**src/rtl/wb_stage.sv**
```systemverilog
// Writeback stage: retires execute-2 results into the 16x16 register file and
// owns PC redirect/squash, the r0 print side-channel, sticky halt and retire count.
module wb_stage #(
  parameter int FLUSH_DEPTH = 3,
  parameter int CNT_W       = 32
) (
  input  logic             clk,
  input  logic             rst,
  input  logic             x2_valid,
  input  logic [15:0]      x2_pc,
  input  logic [15:0]      x2_ins,
  input  logic [15:0]      x2_result,
  input  logic [3:0]       rd_addr_a,
  input  logic [3:0]       rd_addr_b,
  output logic [15:0]      rd_data_a,
  output logic [15:0]      rd_data_b,
  output logic             wb_redirect,
  output logic [15:0]      wb_target,
  output logic             print_valid,
  output logic [7:0]       print_char,
  output logic             halted,
  output logic [CNT_W-1:0] retired
);

  localparam int SQ_W = (FLUSH_DEPTH < 1) ? 1 : $clog2(FLUSH_DEPTH + 1);

  logic [15:0]      regs_r [0:15];
  logic [SQ_W-1:0]  squash_cnt_r;
  logic             halted_r;
  logic             redirect_r;
  logic [15:0]      target_r;
  logic             print_valid_r;
  logic [7:0]       print_char_r;
  logic [CNT_W-1:0] retired_r;

  logic [3:0]  opcode_s;
  logic [3:0]  sub_s;
  logic [3:0]  rt_s;
  logic        squash_active_s;
  logic        eff_s;
  logic        writes_s;
  logic        illegal_s;
  logic        is_jump_s;
  logic [15:0] pc_plus2_s;
  logic        jump_taken_s;
  logic        wr_en_s;
  logic        reg_wr_s;
  logic        print_s;
  logic        retire_s;
  logic        squash_dec_s;

  // Instruction decode and retire qualification.
  always_comb begin
    opcode_s        = x2_ins[15:12];
    sub_s           = x2_ins[7:4];
    rt_s            = x2_ins[3:0];
    squash_active_s = (squash_cnt_r != {SQ_W{1'b0}});
    // An instruction presented while rst is high is discarded outright.
    eff_s           = x2_valid & ~squash_active_s & ~halted_r & ~rst;

    case (opcode_s)
      4'd0, 4'd1, 4'd2, 4'd3, 4'd4, 4'd5, 4'd14: writes_s = 1'b1;
      4'd7:                                      writes_s = (sub_s == 4'd0);
      default:                                   writes_s = 1'b0;
    endcase

    case (opcode_s)
      4'd8, 4'd9, 4'd10, 4'd11, 4'd15: illegal_s = 1'b1;
      default:                         illegal_s = 1'b0;
    endcase

    is_jump_s    = (opcode_s == 4'd6) && (sub_s[3:2] == 2'b00);
    pc_plus2_s   = x2_pc + 16'd2;
    jump_taken_s = eff_s & is_jump_s & (x2_result != pc_plus2_s);
    wr_en_s      = eff_s & writes_s;
    reg_wr_s     = wr_en_s & (rt_s != 4'd0);
    print_s      = wr_en_s & (rt_s == 4'd0);
    retire_s     = eff_s & ~illegal_s;
    squash_dec_s = x2_valid & squash_active_s & ~halted_r;
  end

  // Read port A with write-through bypass; r0 is hardwired to zero.
  always_comb begin
    if (rd_addr_a == 4'd0) begin
      rd_data_a = 16'h0000;
    end else if (reg_wr_s && (rt_s == rd_addr_a)) begin
      rd_data_a = x2_result;
    end else begin
      rd_data_a = regs_r[rd_addr_a];
    end
  end

  // Read port B with write-through bypass; r0 is hardwired to zero.
  always_comb begin
    if (rd_addr_b == 4'd0) begin
      rd_data_b = 16'h0000;
    end else if (reg_wr_s && (rt_s == rd_addr_b)) begin
      rd_data_b = x2_result;
    end else begin
      rd_data_b = regs_r[rd_addr_b];
    end
  end

  // Architectural register file storage.
  always_ff @(posedge clk) begin
    if (rst) begin
      for (int i = 0; i < 16; i++) begin
        regs_r[i] <= 16'h0000;
      end
    end else if (reg_wr_s) begin
      regs_r[rt_s] <= x2_result;
    end else begin
      regs_r[rt_s] <= regs_r[rt_s];
    end
  end

  // Squash counter, halt, retire count and the registered side outputs.
  always_ff @(posedge clk) begin
    if (rst) begin
      squash_cnt_r  <= {SQ_W{1'b0}};
      halted_r      <= 1'b0;
      redirect_r    <= 1'b0;
      target_r      <= 16'h0000;
      print_valid_r <= 1'b0;
      print_char_r  <= 8'h00;
      retired_r     <= {CNT_W{1'b0}};
    end else begin
      // A taken jump can only come from an effective instruction, so it never
      // overlaps with a decrement of an already-active squash window.
      if (jump_taken_s) begin
        squash_cnt_r <= SQ_W'(FLUSH_DEPTH);
      end else if (squash_dec_s) begin
        squash_cnt_r <= squash_cnt_r - {{(SQ_W-1){1'b0}}, 1'b1};
      end else begin
        squash_cnt_r <= squash_cnt_r;
      end

      if (eff_s && illegal_s) begin
        halted_r <= 1'b1;
      end else begin
        halted_r <= halted_r;
      end

      redirect_r <= jump_taken_s;
      if (jump_taken_s) begin
        target_r <= x2_result;
      end else begin
        target_r <= target_r;
      end

      print_valid_r <= print_s;
      if (print_s) begin
        print_char_r <= x2_result[7:0];
      end else begin
        print_char_r <= print_char_r;
      end

      if (retire_s) begin
        retired_r <= retired_r + CNT_W'(1);
      end else begin
        retired_r <= retired_r;
      end
    end
  end

  assign wb_redirect = redirect_r;
  assign wb_target   = target_r;
  assign print_valid = print_valid_r;
  assign print_char  = print_char_r;
  assign halted      = halted_r;
  assign retired     = retired_r;

endmodule

```
**config.mk**
```make
export PLATFORM = sky130hd
export DESIGN_NAME = wb_stage
export DESIGN_NICKNAME = d
export VERILOG_FILES = /design/src/rtl/wb_stage.sv
export SDC_FILE = /design/constraint.sdc
export NUM_CORES = 1
export LEC_CHECK = 0
export CORE_UTILIZATION = 45
export DETAILED_ROUTE_END_ITERATION = 16
export GPL_TIMING_DRIVEN = 1
export PLACE_DENSITY = 0.71
export SLEW_MARGIN = 0
export SYNTH_ARGS = -nofsm -noshare
export SYNTH_HDL_FRONTEND = slang
export SYNTH_SLANG_ARGS = --single-unit
```
**constraint.sdc**
```tcl
create_clock -name clk -period 4.75 [get_ports clk]
set_input_delay 0.95 -clock clk [delete_from_list [all_inputs] [get_ports clk]]
set_output_delay 0.95 -clock clk [all_outputs]
set_load 0.01 [all_outputs]
```
After elaboration in Yosys (flattened, before gate mapping)
Memory sizes are Yosys's and may differ from the RTL's.
Cells that the tools add are included.
{"block": "totals", "input_bits": 59, "ram_bits": 256, "wordCells": 81, "n_memories": 1, "out_inout_bits": 91, "ff_bits": 61}
{"block": "classes", "n_addsub": 3, "n_reduce_logical": 17, "bitwise_logic": 16, "eq_ne": 17, "n_mux": 20}
{"memory": "regs_r", "depth": 16, "width": 16, "rd": 2, "rd_ports_with_merged_regs": 0, "wr": 16, "line_no": "27", "text": "logic [15:0] regs_r [0:15];"}
{"operator": "2-to-1 mux 16 bit", "n": 6}
{"operator": "adder 32 x 1 -> 32 bit (second input constant)", "n": 1}
{"operator": "== test 4 bit (second input constant)", "n": 6}
{"operator": "zero test 4 bit", "n": 5}
{"operator": "adder 16 x 2 -> 16 bit (second input constant)", "n": 1}
{"operator": "== test 4 x 3 -> 1 bit (second input constant)", "n": 4}
{"operator": "inequality test 16 bit", "n": 1}
{"operator": "OR reduction 16 bit", "n": 1}
{"operator": "AND 1 bit", "n": 11}
{"operator": "2-to-1 mux 1 bit", "n": 10}
{"operator": "== test 4 x 2 -> 1 bit (second input constant)", "n": 2}
{"operator": "== test 4 bit", "n": 2}
{"operator": "OR reduction 7 bit", "n": 1}
{"operator": "OR reduction 5 bit", "n": 1}
{"operator": "== test 4 x 1 -> 1 bit (second input constant)", "n": 1}
{"operator": "logical AND 1 bit", "n": 4}
{"operator": "2-to-1 mux 2 bit", "n": 2}
{"operator": "2-to-1 mux 4 bit", "n": 1}
{"operator": "NOT 1 bit", "n": 4}
{"operator": "nonzero test 2 bit", "n": 2}
{"operator": "nonzero test 4 bit", "n": 1}
{"operator": "zero test 2 bit", "n": 1}
{"operator": "case mux 1 bit (2 select lines)", "n": 1}
{"operator": "AND reduction 2 bit", "n": 1}
{"operator": "other kinds (3)", "n": 3}

Logic depth before layout (Yosys ltp)
Gate-level depths: netlist of run 1.
{"block": "depth", "depth_word": 14, "depth_mapped": 10, "mapped_depth_nobuf": 9}

Worst setup path before layout of run 1
Ideal clock, no wire load.
{"block": "synth_timing", "path_kind": "input-to-reg", "start": "in x2_ins[5]", "end": "mem regs_r[12][0] (enable)", "slack_ns": 1.110, "required_time_ns": 4.339, "cell_stages": 6, "t_arrival_ns": 3.229, "n_path_buf": 1, "setup_ns": 0.411, "cell_sequence": "nor4_1 a211oi_1 nand3b_2 or3_1 buf_2 o21ai_0"}
{"item": "start, declared", "line_no": "11", "text": "input logic [15:0] x2_ins,"}
{"item": "end, declared", "line_no": "27"}

Worst setup path after layout of run 1
{"block": "layout_timing", "start": "in x2_ins[5]", "end": "out rd_data_a[6]"}
{"block": "layout_between", "elab_chain_len": 7}
{"item": "zero test 4 bit", "line_no": "63", "text": "4'd7: writes_s = (sub_s == 4'd0);"}
{"item": "case mux 1 bit (2 select lines)", "line_no": "61", "text": "case (opcode_s)"}
{"item": "AND 1 bit", "line_no": "75", "text": "wr_en_s = eff_s & writes_s;"}
{"item": "AND 1 bit", "line_no": "76", "text": "reg_wr_s = wr_en_s & (rt_s != 4'd0);"}
{"item": "logical AND 1 bit", "line_no": "86", "text": "end else if (reg_wr_s && (rt_s == rd_addr_a)) begin"}
{"item": "2-to-1 mux 16 bit", "line_no": "86"}
{"item": "2-to-1 mux 16 bit", "line_no": "84", "text": "if (rd_addr_a == 4'd0) begin"}
{"item": "end, declared", "line_no": "15", "text": "output logic [15:0] rd_data_a,"}
No other way between the ends.

==> results of run 1 <==
timing repair:
| item | CTS | global route |
|---|---|---|
| hold buffers | 0 | 0 |
| resized for setup | 0 | 0 |
| setup endpoints to repair | 0 | 14 |
| setup buffers | 0 | 2 |
state kept, by name, indices dropped and copies added, names as in the netlist:
signal / cells
wb_redirect: 1
wb_target: 16
retired: 32
print_char: 8
print_valid: 1
regs_r: 256
squash_cnt_r: 2
halted: 1
synthesized netlist by cell type, drive strengths merged, types with 5 or more instances:
master	n
and2	101
nor2	89
nand4	12
mux2i	42
nor3	157
mux4	160
o21ai	35
clkbuf	87
nor4	13
xnor2	24
and4	5
and3	9
dfxtp	61
or3	5
a21oi	7
nand3	32
buf	39
inv	18
nand2	19
edfxtp	256
xor2	26
cell families (layout without fill, tap and decap cells):
logic type,Yosys count,count (layout),share of synthesized area (%)
AND/OR/NAND/NOR,460,460,14.65
flip-flops,317,317,52.69
multiplexers,202,202,23.80
buffers and inverters,147,296,3.589
AO/OA/AOI/OAI,67,67,2.435
XOR/XNOR,50,50,2.590
adder cells (fa/ha/maj),3,3,0.2220
other,1,16,0.02218
final timing paths:
kind	slack (ps)	start	end	depth (start not counted)
max	170	x2_ins[5]	rd_data_a[6]	9
min	480	wb_target[14]	wb_target[14]	2
max reg2reg	1620	squash_cnt_r[0]	regs_r[4][7]	8
min reg2reg	480	wb_target[14]	wb_target[14]	2
per-layer routing:
metal  GRT usage (%)  routed length [um]  part of all wire, %  vias to the layer above
met4           7.928                1390                  3.0                        2
met5               0                  12                0.026                        -
met2           41.20               22500                   49                      508
li1                -                   -                    -                     5081
met1           31.16               18030                   39                     5806
met3           5.484                3891                  8.5                       85
power groups by stage:
stage | clock network [W] | registers [W] | logic, W
after global routing | 0.00274 | 0.00315 | 0.000914
after CTS | 0.00262 | 0.00314 | 0.000864
after detailed placement | 0 | 0.00319 | 0.000860
after floorplan | 0 | 0.00318 | 0.000510
after global placement | 0 | 0.00318 | 0.000848
final | 0.00260 | 0.00314 | 0.000866
cell type report:
class | instances | share of cell area, %
Sequential cell | 317 | 44.16
Tap cell | 468 | 2.902
Inverter | 21 | 0.3907
Timing Repair Buffer | 211 | 10.17
Clock buffer | 52 | 4.707
Clock inverter | 12 | 0.5705
Multi-Input combinational cell | 798 | 37.10
stage by stage:
stage,worst slack [ps],area (sq um),util (%),hold slack [ps]
2_1_floorplan,1110,16960,-,494.7
3_3_place_gp,48.19,19100,51.91,454.7
3_5_place_dp,36.50,19100,51.91,467.1
4_1_cts,17.41,20160,54.81,479.2
5_1_grt,15.89,20180,54.85,503.3
6_report,172.3,20180,54.85,475.1
worst reg2reg max path, cell delays in order (launching register included):
cell	delay (ps)
dfxtp_1	320
inv_1	60
ha_1	170
nor4bb_1	470
nand3b_2	320
buf_4	250
or3_1	580
nor2_2	610
and2_1	220
==> flow_metrics.tcl, run 1 <==
set metrics [dict create \
    status "finished, final reports clean" \
    holdCritPathClass "register to register" \
    period_share_pct 96.37 \
    io_pins 150 \
    synthArstFlopShare_pct 0 \
    drive_gt1_share_pct 20.98 \
    grt_pass1_vias 11630 \
    slew_headroom_pct 29.13 \
    rsz0062_at_grt "false" \
    fmax_mhz 218.5 \
    clk_latency_ps 530 \
    place_inst 1813 \
    antenna_found_initial 1 \
    power_frac_comb_pct 13.1 \
    slowest_delay_ps 610 \
    crit_required_ps 3800 \
    grt_start_max_net_pins 66 \
    fin_cells 1879 \
    p_total_w 0.006602 \
    ys_types 60 \
    synth.cell_area_sq_mm 0.01691 \
    cts_tree "yes" \
    p_sw_w 0.001604 \
    fp.dieW_um 195.8 \
    seq_power_share_pct 47.5 \
    ir_worst_vdd_mv 0.2769 \
    startpoint_type "primary input" \
    grtUsageTotal_pct 24.38 \
    rows 70 \
    drt_iter0_drc 1008 \
    fillers 2954 \
    setup_tns_ps 0 \
    vias 11480 \
    diodes 0 \
    via_per_inst 6.111 \
    yosysWarnings 0 \
    mostFrequentLayoutCells "edfxtp_1 (256), mux4_2 (160), nor3_1 (154)" \
    die_area_sq_mm 0.03835 \
    syn_avg_cell_area_sq_um 13.56 \
    path_clk_slew_ps 60 \
    ys_seq_area_share_pct 52.69 \
    crit_path_cell_trace "clkdlybuf4s50_1 -> nor4_1 -> a211oi_1 -> nand3b_2 -> nor3_4 -> buf_4 -> mux2i_1 -> nor2_1 -> clkdlybuf4s50_1" \
    cp_top_family "simple AND/OR/NAND/NOR gates" \
    power_density_mw_per_mm2 327.2 \
    yosys.area.top_type_share_pct 45.47 \
    routed_wl_um 45820 \
    worst_slew_pin_slew_ps 1061 \
    p_int_w 0.004999 \
    io_buffers 145 \
    crit_type "primary input to output pin" \
    globalRouteOverflowTotal 0 \
    drt_first_pass_iters 6 \
    area_growth_pct 19.34 \
    die_y_um 195.8 \
    place.gp.congestion 0.9452 \
    max-cap-violations 0 \
    p_leak_nw 6.790 \
    clock_sinks 317 \
    final.min_clock_period_ps 4578 \
    switching_share_pct 24.29 \
    synth.ff_latch_count 317 \
    worstPathArrival_ps 3630 \
    report.final.slew_viol_count 0 \
    end_kind "output pin" \
    synth_area_leaders "edfxtp_1 (45%), mux4_2 (21%), dfxtp_1 (7.2%)" \
    worst_path_max_delay_cell "clkdlybuf4s50_1" \
    multi_input_area_sq_mm 0.007486 \
    ant_nets 0 \
    mostFrequentLayoutCell "edfxtp_1" \
    grt_pass1_wl_um 70370 \
    cp_max_fo 5 \
    syn_inst 1247 \
    skew_ps 20.65 \
    drc 0 \
    final_hold_viol_count 0 \
    ctsHtreeMaxLevel 2 \
    yosys.area.top_type "edfxtp_1" \
    detailed_place_hpwl_um 33130 \
    numCtsBuffers 35 \
    synth_flop_cell "edfxtp_1" \
    post_drt_wl_per_cell_um 24.39 \
    clockPowerShare_pct 39.4 \
    root_buffer "clkbuf_16" \
    path_buf_inv 3 \
    start_util_pct 45.96 \
    cp_common_cell "clkdlybuf4s50_1" \
    cts_buffer_depth 3 \
    regArea_sq_mm 0.008909 \
    setup_violations 0 \
    core_area_sq_mm 0.03679 \
    nNetsFinal 1446 \
    synth-edff-count 256 \
]
Note: power is estimated with default switching activity, not from simulation.
==> run 2: changes to the inputs <==
- CORE_UTILIZATION: 45 -> 40
- PLACE_DENSITY: 0.71 -> unset
==> run 2 against run 1 <==
Against the previous run: fmax is 0.26% higher; clock power is 2% higher; cell count is 3.4% higher; hold slack worse by 0.53 ps; design area is 0.55% higher; non-clock buffer count is 2 lower; global-route usage is 2.7 points lower; die area is 12% higher; count of clock-buffer cells in the layout is 1 higher; critical path type unchanged; largest power group unchanged.
==> flow_metrics.tcl, run 2 (synthesized netlist as in run 1, its figures left out) <==
set metrics [dict create \
    layout_setup_ws_ps 184.4 \
    status "finished, final reports clean" \
    final.min_clock_period_ps 4566 \
    globalRouteOverflowTotal 0 \
    root_buffer "clkbuf_16" \
    setup_violations 0 \
    post_drt_wl_per_cell_um 23.65 \
    post_cts_buffers 0 \
    die_y_um 207.6 \
    diodes 0 \
    grt_start_max_net_pins 65 \
    worstHoldStart "wb_target[1]" \
    setup_tns_ps 0 \
    drt_iter0_drc 863 \
    max-cap-violations 0 \
    routed_wl_um 45920 \
    largest_register_ffs 256 \
    antenna_found_initial 1 \
    clock_sinks 317 \
    grt_pass1_vias 11400 \
    area_growth_pct 20.00 \
    dp_slack_ps 161.8 \
    place.gp.congestion 0.9061 \
    report.final.slew_viol_count 0 \
    io_buffers 145 \
    worst_slew_pin_slew_ps 1085 \
    p_leak_nw 6.813 \
    holdCritPathClass "register to register" \
    nNetsFinal 1445 \
    r2r-end "regs_r[2][13]" \
    fp.dieW_um 207.6 \
    crit_required_ps 3800 \
    rows 74 \
    hold_path_depth 2 \
    die_area_sq_mm 0.04309 \
    largest-register "regs_r" \
    cp_max_fo 8 \
    mostFrequentLayoutCell "edfxtp_1" \
    slew_headroom_pct 27.54 \
    reg2reg_setup_slack_ps 1600 \
    crit_type "primary input to output pin" \
    ant_nets 0 \
    r2r-start "squash_cnt_r[0]" \
    grt_pass1_wl_um 70390 \
    ff2ff_path_depth 10 \
    worstHoldEndpoint "wb_target[1]" \
    skew_ps 17.37 \
    ir_worst_vdd_mv 0.2055 \
    final_hold_viol_count 0 \
    ctsHtreeMaxLevel 2 \
    mostFrequentLayoutCells "edfxtp_1 (256), mux4_2 (160), nor3_1 (154)" \
    clk_latency_ps 550 \
    worstPathArrival_ps 3620 \
    cts_hold_repair.buffers 0 \
    fillers 3580 \
    vias 11100 \
    detailed_place_hpwl_um 33790 \
    rsz0062_at_grt "false" \
    numCtsBuffers 36 \
    power_density_mw_per_mm2 327.2 \
    cts_tree "yes" \
    fmax_mhz 219.0 \
    startpoint_type "primary input" \
    path_clk_slew_ps 50 \
    io_pins 150 \
    core_area_sq_mm 0.04129 \
    via_per_inst 5.715 \
    period_share_pct 96.12 \
    cts_buffer_depth 3 \
    grtUsageTotal_pct 21.63 \
    end_kind "output pin" \
    drive_gt1_share_pct 21.49 \
    start_util_pct 40.94 \
    drt_first_pass_iters 5 \
    drc 0 \
]
run 2: area by class of cell:
class / count / area, sq um / share of cell area, %
clock buffer: 53 / 994.7 / 4.903
clock inverter: 12 / 106.4 / 0.5242
inverter: 21 / 78.83 / 0.3886
multi-input combinational: 798 / 7521 / 37.07
sequential: 317 / 8909 / 43.91
tap: 532 / 665.6 / 3.281
timing repair buffer: 209 / 2012 / 9.917
run 2: worst max-delay path: stages:
cell	delay, ps
clkdlybuf4s50_1	490
nor4bb_1	480
nand3b_4	230
nor3_4	310
buf_4	250
mux2i_1	330
nor2_1	80
clkdlybuf4s50_1	490
run 2: what timing repair did:
item / CTS / global route
endpoints found under the setup margin: 0 / 1
endpoints found under the hold margin: 0 / 0
resized for setup: 0 / 1
run 2: layer usage:
layer	track usage (%)	share of wire (%)	up-vias
met4	5.816	2.0	2
met3	4.584	7.5	56
met1	28.06	41	5610
li1	-	-	5067
met5	0	0.028	-
met2	36.75	49	363
run 2: report_power, final:
group / internal [W] / total [W] / switching (W) / leakage [nW]
Combinational: 0.000408 / 0.000863 / 0.000455 / 3.15
Clock: 0.00152 / 0.00264 / 0.00112 / 0.532
Sequential: 0.00309 / 0.00314 / 0.0000469 / 3.13
Total: 0.00501 / 0.00664 / 0.00162 / 6.81
run 2: worst max-delay path by stage:
stage,startpoint,cells after the start,to,slack (ps)
2_1_floorplan,x2_ins[5],6,regs_r[12][0],1110
4_1_cts,x2_ins[5],9,rd_data_b[13],130
3_5_place_dp,x2_ins[5],9,rd_data_b[13],160
6_report,x2_valid,8,rd_data_b[7],180
5_1_grt,x2_valid,8,rd_data_a[7],3
3_3_place_gp,x2_ins[5],9,rd_data_b[7],130
run 2: per-stage QoR:
stage	hold slack, ps	instances	total power, W	util [%]	instance area, sq um
global placement	459.6	1877	0.004042	46.44	19180
detailed placement	465.4	1877	0.004058	46.44	19180
global route	492.0	1942	0.006856	49.13	20290
finish	474.6	1942	0.006639	49.13	20290
CTS	477.8	1942	0.006697	49.11	20280
floorplan	494.7	1262	0.003690	-	16960
